## src/rtl/ula_arbiter.sv

```systemverilog
// ula_arbiter: two-requester round-robin front end that time-shares one
// combinational ULA. The winner's operands are registered onto the ULA, and
// the result is captured into that requester's result registers with a
// one-cycle done pulse.
module ula_arbiter #(
  parameter int unsigned WIDTH = 6
) (
  input  logic             clk,
  input  logic             reset_n,
  input  logic             req0,
  input  logic             req1,
  input  logic [WIDTH-1:0] A0,
  input  logic [WIDTH-1:0] B0,
  input  logic [WIDTH-1:0] A1,
  input  logic [WIDTH-1:0] B1,
  input  logic             mode0,
  input  logic             mode1,
  input  logic [2:0]       oper0,
  input  logic [2:0]       oper1,
  output logic             done0,
  output logic             done1,
  output logic [WIDTH-1:0] O0,
  output logic [WIDTH-1:0] O1,
  output logic             overflow0,
  output logic             overflow1,
  output logic             zero0,
  output logic             zero1,
  output logic             ula_reset,
  output logic [WIDTH-1:0] ula_A,
  output logic [WIDTH-1:0] ula_B,
  output logic             ula_mode,
  output logic [2:0]       ula_oper,
  input  logic [WIDTH-1:0] ula_O,
  input  logic             ula_overflow,
  output logic             busy,
  output logic             grant,
  output logic [7:0]       op_count
);

  localparam int unsigned CNT_W  = 8;
  localparam int unsigned OPER_W = 3;

  typedef enum logic [1:0] {
    S_IDLE = 2'd0,
    S_EXEC = 2'd1,
    S_DONE = 2'd2
  } state_t;

  state_t              r_state,   w_state_nxt;
  logic                r_grant,   w_grant_nxt;
  logic                r_done0,   w_done0_nxt;
  logic                r_done1,   w_done1_nxt;
  logic [WIDTH-1:0]    r_O0,      w_O0_nxt;
  logic [WIDTH-1:0]    r_O1,      w_O1_nxt;
  logic                r_ovf0,    w_ovf0_nxt;
  logic                r_ovf1,    w_ovf1_nxt;
  logic                r_zero0,   w_zero0_nxt;
  logic                r_zero1,   w_zero1_nxt;
  logic [WIDTH-1:0]    r_ula_A,   w_ula_A_nxt;
  logic [WIDTH-1:0]    r_ula_B,   w_ula_B_nxt;
  logic                r_ula_mode, w_ula_mode_nxt;
  logic [OPER_W-1:0]   r_ula_oper, w_ula_oper_nxt;
  logic                r_busy,    w_busy_nxt;
  logic [CNT_W-1:0]    r_op_count, w_op_count_nxt;

  logic                w_winner;
  logic                w_ovf_cap;
  logic                w_zero_cap;

  // Round-robin pick: on a tie serve the requester that was not served last
  assign w_winner   = (req0 && req1) ? ~r_grant : req1;
  // Overflow is meaningful only for arithmetic ops; zero is derived locally
  assign w_ovf_cap  = ula_overflow & ~r_ula_mode;
  assign w_zero_cap = (ula_O == '0);

  // Next-state and next-output logic
  always_comb begin
    w_state_nxt    = r_state;
    w_grant_nxt    = r_grant;
    w_done0_nxt    = 1'b0;
    w_done1_nxt    = 1'b0;
    w_O0_nxt       = r_O0;
    w_O1_nxt       = r_O1;
    w_ovf0_nxt     = r_ovf0;
    w_ovf1_nxt     = r_ovf1;
    w_zero0_nxt    = r_zero0;
    w_zero1_nxt    = r_zero1;
    w_ula_A_nxt    = r_ula_A;
    w_ula_B_nxt    = r_ula_B;
    w_ula_mode_nxt = r_ula_mode;
    w_ula_oper_nxt = r_ula_oper;
    w_busy_nxt     = r_busy;
    w_op_count_nxt = r_op_count;

    case (r_state)
      S_IDLE: begin
        if (req0 || req1) begin
          w_grant_nxt    = w_winner;
          w_ula_A_nxt    = w_winner ? A1    : A0;
          w_ula_B_nxt    = w_winner ? B1    : B0;
          w_ula_mode_nxt = w_winner ? mode1 : mode0;
          w_ula_oper_nxt = w_winner ? oper1 : oper0;
          w_busy_nxt     = 1'b1;
          w_state_nxt    = S_EXEC;
        end
      end
      S_EXEC: begin
        if (r_grant) begin
          w_O1_nxt    = ula_O;
          w_ovf1_nxt  = w_ovf_cap;
          w_zero1_nxt = w_zero_cap;
          w_done1_nxt = 1'b1;
        end else begin
          w_O0_nxt    = ula_O;
          w_ovf0_nxt  = w_ovf_cap;
          w_zero0_nxt = w_zero_cap;
          w_done0_nxt = 1'b1;
        end
        w_op_count_nxt = r_op_count + CNT_W'(1);
        w_state_nxt    = S_DONE;
      end
      S_DONE: begin
        w_busy_nxt  = 1'b0;
        w_state_nxt = S_IDLE;
      end
      default: begin
        w_busy_nxt  = 1'b0;
        w_state_nxt = S_IDLE;
      end
    endcase
  end

  // State and output registers with synchronous active-low reset
  always_ff @(posedge clk) begin
    if (!reset_n) begin
      r_state    <= S_IDLE;
      r_grant    <= 1'b1;
      r_done0    <= 1'b0;
      r_done1    <= 1'b0;
      r_O0       <= '0;
      r_O1       <= '0;
      r_ovf0     <= 1'b0;
      r_ovf1     <= 1'b0;
      r_zero0    <= 1'b0;
      r_zero1    <= 1'b0;
      r_ula_A    <= '0;
      r_ula_B    <= '0;
      r_ula_mode <= 1'b0;
      r_ula_oper <= '0;
      r_busy     <= 1'b0;
      r_op_count <= '0;
    end else begin
      r_state    <= w_state_nxt;
      r_grant    <= w_grant_nxt;
      r_done0    <= w_done0_nxt;
      r_done1    <= w_done1_nxt;
      r_O0       <= w_O0_nxt;
      r_O1       <= w_O1_nxt;
      r_ovf0     <= w_ovf0_nxt;
      r_ovf1     <= w_ovf1_nxt;
      r_zero0    <= w_zero0_nxt;
      r_zero1    <= w_zero1_nxt;
      r_ula_A    <= w_ula_A_nxt;
      r_ula_B    <= w_ula_B_nxt;
      r_ula_mode <= w_ula_mode_nxt;
      r_ula_oper <= w_ula_oper_nxt;
      r_busy     <= w_busy_nxt;
      r_op_count <= w_op_count_nxt;
    end
  end

  assign ula_reset = ~reset_n;
  assign done0     = r_done0;
  assign done1     = r_done1;
  assign O0        = r_O0;
  assign O1        = r_O1;
  assign overflow0 = r_ovf0;
  assign overflow1 = r_ovf1;
  assign zero0     = r_zero0;
  assign zero1     = r_zero1;
  assign ula_A     = r_ula_A;
  assign ula_B     = r_ula_B;
  assign ula_mode  = r_ula_mode;
  assign ula_oper  = r_ula_oper;
  assign busy      = r_busy;
  assign grant     = r_grant;
  assign op_count  = r_op_count;

endmodule

```

## config.mk

```make
export PLATFORM = sky130hd
export DESIGN_NAME = ula_arbiter
export DESIGN_NICKNAME = d
export VERILOG_FILES = /design/src/rtl/ula_arbiter.sv
export SDC_FILE = /design/constraint.sdc
export NUM_CORES = 1
export LEC_CHECK = 0
export ABC_AREA = 1
export CAP_MARGIN = 5
export CORE_ASPECT_RATIO = 1.5
export CORE_MARGIN = 2
export CORE_UTILIZATION = 45
export CTS_CLUSTER_DIAMETER = 200
export DETAILED_ROUTE_END_ITERATION = 8
export PLACE_DENSITY = 0.93
export SLEW_MARGIN = 30
export SYNTH_ARGS = -nofsm -noshare
export SYNTH_HDL_FRONTEND = slang
export SYNTH_SLANG_ARGS = --single-unit
```

## constraint.sdc

```tcl
create_clock -name clk -period 3.2 [get_ports clk]
set_clock_uncertainty 0.15 [all_clocks]
set_input_delay 0.32 -clock clk [delete_from_list [all_inputs] [get_ports clk]]
set_output_delay 0.32 -clock clk [all_outputs]
set_load 0.01 [all_outputs]
```

# --- After elaboration in Yosys (flattened, before gate mapping) ---
# Cells that the tools add are included.
word_totals:
  ff_bits: 46
  inputBits: 43
  out_inout_bits: 45
op_classes:
  add_sub_neg: 1
  eq_ne: 2
  mux: 11
  bitwise_logic: 5
  reduce_logical: 9
op_table:
  columns: ["op", "count"]
  rows:
  - ["$mux 6", 2]
  - ["$reduce_and 2->1", 5]
  - ["$add 8x1->8 const B", 1]
  - ["$logic_not 6->1", 1]
  - ["$mux 1", 5]
  - ["$not 1->1", 4]
  - ["$pmux 2 s2", 1]
  - ["$mux 3", 1]
  - ["$eq 2x1->1 const B", 1]
  - ["$logic_not 2->1", 1]
  - ["$mux 2", 1]
  - ["$ne 2x2->1 const B", 1]
  - ["$pmux 1 s2", 1]
  - ["$and 1x1->1", 1]
  - ["$logic_and 1x1->1", 1]
  - ["$logic_or 1x1->1", 1]

# --- Logic depth before layout (Yosys ltp) ---
# Gate-level depths: netlist of the first run.
depth:
  depth_word: 3
  mapped_depth: 8
  mapped_depth_nobuf: 7

# --- Least setup slack after synthesis of the first run ---
# Ideal clock, no wire load.
synth_timing:
  path_kind: "register to register"
  from: "register r_op_count[0], in the netlist op_count[0]"
  to: "register r_op_count[6], in the netlist op_count[6]"
  setup_time_ns: 0.115
  arrival_ns: 1.024
  slack_ns: 1.911
  path_stages_with_launch: 7
  n_path_buf: 0
  path_cell_list: "dfxtp_1 ha_1 nand3_1 nor2_1 nand3_1 nand2_1 nor2_1"
synth_between:
  elab_chain_len: 1
synth_lines:
  columns: ["element", "line_no", "text"]
  rows:
  - ["start: declaration", "64", "logic [CNT_W-1:0] r_op_count, w_op_count_nxt;"]
  - ["start signal: assignment", "168", "r_op_count <= w_op_count_nxt;"]
  - ["$add 8x1->8", "119", "w_op_count_nxt = r_op_count + CNT_W'(1);"]
# No other way between the ends.
# A chain may end at the register's enable or synchronous reset.

# --- Final worst setup path of the first run ---
layout_timing:
  from: "input port reset_n"
  to: "output port ula_reset"
layout_between:
  elab_chain_len: 1
layout_lines:
  columns: ["element", "line_no", "text"]
  rows:
  - ["start: declaration", "9", "input logic reset_n,"]
  - ["$not 1->1", "172", "assign ula_reset = ~reset_n;"]
  - ["end: declaration", "28", "output logic ula_reset,"]
# No other way between the ends.

==> qor.yml, run 1 <==
placed_design:
  placement.io_buffers: 87
  numPlacedInstances: 414
  post_dp_cell_area_um2: 2840
  place_worst_setup_slack_ns: 1.11
  place.detailed.hpwl_mm: 3.20
  finalWeightedCongestion: 0.843
worst_setup_path:
  worstSetupEndpointType: "primary output"
  cp_slowest_stage_delay_ns: 0.57
  critical-path-slowest-cell: "clkdlybuf4s50_1"
  crit_path_cells: "clkdlybuf4s50_1 -> inv_1 -> buf_4 -> clkdlybuf4s50_1"
  cp_data_arrival_time_ns: 1.60
  critical_path.startpoint_type: "primary input"
  timing.critical_path.fanout_max: 20
  critPathTopFamily: "buffers and inverters"
  crit_type: "primary input to primary output"
  path_common_cell: "clkdlybuf4s50_1"
  critPathBufInv: 4
  required_ns: 2.73
die:
  die-area_um2: 4970
  die_width_um: 58.2
  fp.coreArea_um2: 4250
  top_level_ports: 88
  floorplan.initialDensity_pct: 46.8
  number_of_rows_created_at_floorplan: 29
  die_h_um: 85.4
logic_synthesis:
  count_of_flip_flops_with_a_built_in_enable_after_synthesis: 0
  synth_area_per_cell_um2: 6.80
  synth_largest_area_cell: "dfxtp_1"
  multiplexer_share_of_the_synthesized_area_pct: 0
  post_synth_top_flop: "dfxtp_1"
  synth_top_family_by_area: "simple AND/OR/NAND/NOR gates"
  yosysWarningCount: 0
  synthXorXnorAreaFrac_pct: 0.441
  synth_top_cells_by_area: "dfxtp_1 (46%), nand2_1 (14%), nor2_1 (13%)"
  synthDominantCellAreaShare_pct: 46.4
  syn_area_um2: 1990
  synthAdderAreaFrac_pct: 0.630
  synth_fp_nets: 336
  synth_compound_area_share_pct: 10.5
  postSynth.asyncResetShare_pct: 0
  post_synth_simple_gate_area_pct: 31.7
  postSynthCellCount: 292
  synth_seq_area_share_pct: 46.4
  count_of_state_elements_after_synthesis: 46
  post_synth_num_cell_types: 18
clock_tree:
  cts_max_path_buffers: 2
  tritoncts: "built"
  postCtsResizedCells: 0
  clkLatencyLatePin_ns: 0.29
  cts_setup_buffers: 0
  cts.htree.levels: 2
  root_buffer: "clkbuf_8"
  cts_buffers: 5
  cts_hold_repair.buffers: 0
  cts.clk_slew.worst_paths_ns: 0.09
  sinks_on_the_clock_net: 46
grt:
  globalRoute.totalOverflow: 0
  antenna_found_initial: 0
  globalRouteTotalUtil_pct: 18.3
  grt_pass1_wl_mm: 7.22
  grt_pass1_vias: 1745
  grt_max_degree: 36
power:
  power.density_cell_area_nw_per_um2: 484
  ir_drop_mv: 0.420
  power_leakage_nw: 1.30
  totalPowerFinal_mw: 1.44
layout:
  drive_above_1_share_pct: 4.52
  final-instance-count-excl-fill: 422
  syn_to_final_growth_pct: 50.2
  final_net_count: 419
  post-route-util_pct: 70.2
  fin_area_um2: 2980
  num_antenna_cells: 0
  fillers: 356
timing:
  hold_slack_ns: 0.322
  layout_min_cycle_time_ns: 2.07
  worst_pin_slew_ns: 0.880
  slew_headroom_pct: 41.3
  number_of_max_slew_violations_in_the_final_report: 0
  rsz0062_at_grt: "no"
  setup-violations-final: 0
  fmax_mhz: 483
  worst_path_setup_slack_after_routing_ns: 1.13
  totalNegativeSetupSlack_ns: 0
  final.period_utilization_pct: 64.7
  timing.final.hold_violations: 0
run:
  timing.max_cap.violations: 0
route:
  wirelength_mm: 4.29
  drt_first_iter_violations: 59
  drtAntennaViolNets: 0
  detail_route.first_pass.iterations: 4
  detail_route.vias_per_cell: 4.66
  drc: 0
  routed_length_per_placed_instance_um: 10.2
  route.vias.total: 1967
hold_path:
  hold_class: "flip-flop to flip-flop"
status:
  result_of_the_run: "finished, final reports clean"
state kept, by name (all words and copies together), names as in the netlist:
| name | cells |
|---|---|
| done0 | 1 |
| ula_oper | 3 |
| zero1 | 1 |
| O0 | 6 |
| O1 | 6 |
| ula_A | 6 |
| ula_mode | 1 |
| op_count | 8 |
| overflow1 | 1 |
| ula_B | 6 |
| done1 | 1 |
| r_state | 2 |
| busy | 1 |
| overflow0 | 1 |
| zero0 | 1 |
| grant | 1 |
cell usage in the layout (no fill, tap or decap):
cell / instances
a21oi_1: 19
buf_4: 2
bufinv_16: 2
clkbuf_8: 6
clkdlybuf4s50_1: 87
dfxtp_1: 46
ha_1: 1
inv_1: 29
inv_2: 2
nand2_1: 75
nand2_2: 3
nand3_1: 8
nor2_1: 71
nor2_4: 2
o211ai_1: 1
o21ai_0: 19
o21ai_1: 2
xor2_1: 1
final timing paths:
| check | end | slack (ns) | startpoint | cells after the start |
|---|---|---|---|---|
| max reg2reg | ula_A[2]$_SDFFE_PN0P_ | 1.54 | grant$_SDFFE_PN1P_ | 7 |
| max | ula_reset | 1.13 | reset_n | 4 |
| min | O1[3]$_SDFFE_PN0P_ | 0.32 | O1[3]$_SDFFE_PN0P_ | 2 |
| min reg2reg | O1[3]$_SDFFE_PN0P_ | 0.32 | O1[3]$_SDFFE_PN0P_ | 2 |
synthesized netlist by cell type (3+ instances only):
master / number
a21oi_1: 19
buf_2: 6
buf_6: 4
dfxtp_1: 46
inv_1: 29
nand2_1: 75
nand2_2: 3
nand3_1: 8
nor2_1: 71
o21ai_0: 19
cell families (layout without fill, tap and decap cells):
logic type	count (synthesis)	in the layout
AO/OA/AOI/OAI	41	41
XOR/XNOR	1	1
adder cells (fa/ha/maj)	1	1
buffers and inverters	44	128
flip-flops	46	46
AND/OR/NAND/NOR	159	159
worst min-delay path, delay by kind of cell, from the launching register on:
family	cells	cell delay, ns
flops	1	0.32
simple gates	1	0.06
compound gates	1	0.06
layer usage:
metal  GRT usage, %  wire [um]  vias to the layer above
li1               -          -                     1054
met4           5.29         51                        0
met5              0          0                        -
met3           6.40        317                        6
met1           18.2       1650                      839
met2           34.6       2280                       68
power breakdown:
group / total [mW] / switching, mW / internal [mW]
clock network: 0.523 / 0.190 / 0.333
registers: 0.636 / 0.0231 / 0.613
logic: 0.283 / 0.132 / 0.152
total: 1.44 / 0.344 / 1.10
cell type report:
class / count / area, um2 / area share, %
timing repair buffer: 89 / 886 / 29.7
sequential: 46 / 921 / 30.9
inverter: 31 / 116 / 3.90
clock buffer: 6 / 82.6 / 2.77
multi-input combinational: 202 / 858 / 28.8
tap: 46 / 57.6 / 1.93
clock inverter: 2 / 60.1 / 2.01
Power figures use the tool's default switching activity.
==> run 2, diff against run 1 <==
--- a/config.mk
+++ b/config.mk
@@ -9,10 +9,10 @@
 export CAP_MARGIN = 5
 export CORE_ASPECT_RATIO = 1.5
 export CORE_MARGIN = 2
-export CORE_UTILIZATION = 45
+export CORE_UTILIZATION = 41
 export CTS_CLUSTER_DIAMETER = 200
 export DETAILED_ROUTE_END_ITERATION = 8
-export PLACE_DENSITY = 0.93
+export PLACE_DENSITY = 0.87
 export SLEW_MARGIN = 30
 export SYNTH_ARGS = -nofsm -noshare
 export SYNTH_HDL_FRONTEND = slang
==> constraint.sdc (replaced) <==
create_clock -name clk -period 2 [get_ports clk]
set_clock_uncertainty 0.15 [all_clocks]
set_input_delay 0.2 -clock clk [delete_from_list [all_inputs] [get_ports clk]]
set_output_delay 0.2 -clock clk [all_outputs]
set_load 0.01 [all_outputs]
==> run 2 against run 1 <==
Flip-flop and latch count stayed put. Power grew 50%. Via count increased by 3.3%. Sequential power increased by 60%. Setup slack lost 0.76 ns. First-iteration DRC count up 58%. Final cell count rose by 5.2%. Sequential share of layout area fell by 0.32 points.
==> qor.yml, run 2 (synthesized netlist as in run 1, its figures left out) <==
timing:
  totalNegativeSetupSlack_ns: 0  # unchanged
  worst_path_setup_slack_after_routing_ns: 0.374  # was 1.13 ns
  setup-violations-final: 0  # unchanged
  slew_headroom_pct: 83.6  # was 41.3%
  fmax_mhz: 615
  rsz0062_at_grt: "no"  # unchanged
  layout_min_cycle_time_ns: 1.63
  final.period_utilization_pct: 81.3
  number_of_max_slew_violations_in_the_final_report: 0  # unchanged
  timing.final.hold_violations: 0  # unchanged
  worst_pin_slew_ns: 0.246  # was 0.880 ns
grt:
  globalRoute.totalOverflow: 0  # unchanged
  antenna_found_initial: 0  # unchanged
  grt_pass1_wl_mm: 7.49  # was 7.22 mm
  grt_pass1_vias: 1812  # was 1745
  globalRouteTotalUtil_pct: 18.0  # was 18.3%
  grt_max_degree: 33  # was 36
route:
  detail_route.vias_per_cell: 4.58  # was 4.66
  drc: 0  # unchanged
  routed_length_per_placed_instance_um: 10.4  # was 10.2 um
  detail_route.first_pass.iterations: 4  # unchanged
  route.vias.total: 2032  # was 1967
  drtAntennaViolNets: 0  # unchanged
  drt_first_iter_violations: 93  # was 59
  wirelength_mm: 4.62  # was 4.29 mm
clock_tree:
  cts_hold_repair.buffers: 0  # unchanged
  cts_max_path_buffers: 2  # unchanged
  tritoncts: "built"  # unchanged
  root_buffer: "clkbuf_8"  # unchanged
  cts_buffers: 5  # unchanged
  cts_setup_buffers: 0  # unchanged
  sinks_on_the_clock_net: 46  # unchanged
  clkLatencyLatePin_ns: 0.29  # about the same
  cts.clk_slew.worst_paths_ns: 0.08  # was 0.09 ns
  postCtsResizedCells: 0  # unchanged
  cts.htree.levels: 2  # unchanged
worst_setup_path:
  cp_slowest_stage_delay_ns: 0.58  # was 0.57 ns
  critical-path-slowest-cell: "clkdlybuf4s50_1"  # unchanged
  cp-startpoint: "op_count[0]$_SDFFE_PN0N_"  # was reset_n
  critPathTopFamily: "buffers and inverters"  # unchanged
  critPathBufInv: 1  # was 4
  critical_path.startpoint_type: "flip-flop"  # was primary input
  r2r_end: "O0[5]$_SDFFE_PN0P_"  # was ula_A[2]$_SDFFE_PN0P_
  crit_type: "flip-flop to primary output"  # was primary input to primary output
  worstSetupEndpointType: "primary output"  # unchanged
  timing.critical_path.depth: 1  # was 4
  crit-reg2reg-launch: "r_state[0]$_SDFFE_PN0P_"  # was grant$_SDFFE_PN1P_
  crit_path_cells: "clkdlybuf4s50_1"  # was clkdlybuf4s50_1 -> inv_1 -> buf_4 -> clkdlybuf4s50_1
  required_ns: 1.65  # was 2.73 ns
  crit_path_end: "op_count[0]"  # was ula_reset
  reg2regPathDepth: 6  # was 7
  regToRegSetupSlack_ns: 0.49  # was 1.54 ns
  cp_data_arrival_time_ns: 1.28  # was 1.60 ns
  timing.critical_path.fanout_max: 5  # was 20
power:
  clk_network_pwr_share_pct: 30.8  # was 36.2%
  power.density_cell_area_nw_per_um2: 716  # was 484 nW/um2
  switchingPower_mw: 0.553  # was 0.344 mW
  net_sw_share_pct: 25.6  # was 23.9%
  ir_drop_mv: 0.690  # was 0.420 mV
  cell_internal_pwr_mw: 1.61  # was 1.10 mW
  power.sequential.fraction_pct: 47.2  # was 44.1%
  power_leakage_nw: 1.31  # was 1.30 nW
  combinationalPowerShare_pct: 22.0  # was 19.6%
  totalPowerFinal_mw: 2.16  # was 1.44 mW
placed_design:
  place_worst_setup_slack_ns: 0.364  # was 1.11 ns
  finalWeightedCongestion: 0.782  # was 0.843
  post_dp_cell_area_um2: 2900  # was 2840 um2
  placement.io_buffers: 87  # unchanged
  place.detailed.hpwl_mm: 3.56  # was 3.20 mm
status:
  result_of_the_run: "finished, final reports clean"  # unchanged
layout:
  most-common-layout-cells: "clkdlybuf4s50_1 (87), nand2_1 (75), nor2_1 (71), dfxtp_1 (46), inv_1 (29)"  # unchanged
  drive_above_1_share_pct: 5.03  # was 4.52%
  fin_area_um2: 3010  # was 2980 um2
  max_ffs_per_register: 8  # unchanged
  num_antenna_cells: 0  # unchanged
  final_net_count: 421  # was 419
  post-route-util_pct: 63.7  # was 70.2%
  syn_to_final_growth_pct: 51.7  # was 50.2%
  mostFrequentLayoutCell: "clkdlybuf4s50_1"  # unchanged
die:
  die_h_um: 89.2  # was 85.4 um
  number_of_rows_created_at_floorplan: 31  # was 29
  floorplan.initialDensity_pct: 42.0  # was 46.8%
  die_width_um: 60.8  # was 58.2 um
  fp.coreArea_um2: 4730  # was 4250 um2
  die-area_um2: 5430  # was 4970 um2
  top_level_ports: 88  # unchanged
run:
  timing.max_cap.violations: 0  # unchanged
hold_path:
  hold_class: "flip-flop to flip-flop"  # unchanged
  hold_path_cell_cnt: 2  # unchanged
## run 2: cell types whose count changed in the layout (fill, tap and decap cells not counted)
| cell | delta |
|---|---|
| buf_12 | +2 |
| clkinv_2 | +2 |
| bufinv_16 | -1 |
| clkbuf_8 | -1 |
## run 2: worst min-delay path by stage
stage                  startpoint  slack [ns]                  to
3_3_place_gp   O0[4]$_SDFFE_PN0P_        0.30  O0[4]$_SDFFE_PN0P_
4_1_cts        O0[3]$_SDFFE_PN0P_        0.32  O0[3]$_SDFFE_PN0P_
6_report       O0[3]$_SDFFE_PN0P_        0.32  O0[3]$_SDFFE_PN0P_
3_5_place_dp   O0[3]$_SDFFE_PN0P_        0.31  O0[3]$_SDFFE_PN0P_
5_1_grt        O0[3]$_SDFFE_PN0P_        0.34  O0[3]$_SDFFE_PN0P_
2_1_floorplan            ula_O[0]        0.19  O0[0]$_SDFFE_PN0P_
## run 2: power groups by stage
| stage | combinational (mW) | clock, mW | sequential (mW) |
|---|---|---|---|
| finish | 0.474 | 0.666 | 1.02 |
| global route | 0.527 | 0.720 | 1.03 |
| CTS | 0.482 | 0.678 | 1.02 |
| detailed placement | 0.480 | 0 | 1.04 |
| global placement | 0.468 | 0 | 1.04 |
| floorplan | 0.206 | 0 | 1.06 |
## run 2: metrics by stage
step	instances	hold slack (ns)
5_1_grt	444	0.342
4_1_cts	444	0.320
2_1_floorplan	292	0.194
3_5_place_dp	436	0.308
6_report	444	0.318
3_3_place_gp	436	0.301
## run 2: cell type report
type | instances | area, um2
Multi-Input combinational cell | 202 | 858
Tap cell | 66 | 82.6
Timing Repair Buffer | 91 | 926
Sequential cell | 46 | 921
Inverter | 31 | 116
Clock inverter | 3 | 40.0
Fill cell | 435 | 1720
Clock buffer | 5 | 68.8
## run 2: routing by layer
metal | up-vias | share of wire [%] | global-route usage [%]
met5 | - | 0 | 0
met4 | 0 | 1.8 | 6.32
met3 | 8 | 4.7 | 4.63
met2 | 58 | 55 | 34.2
met1 | 909 | 39 | 18.3
li1 | 1057 | - | -
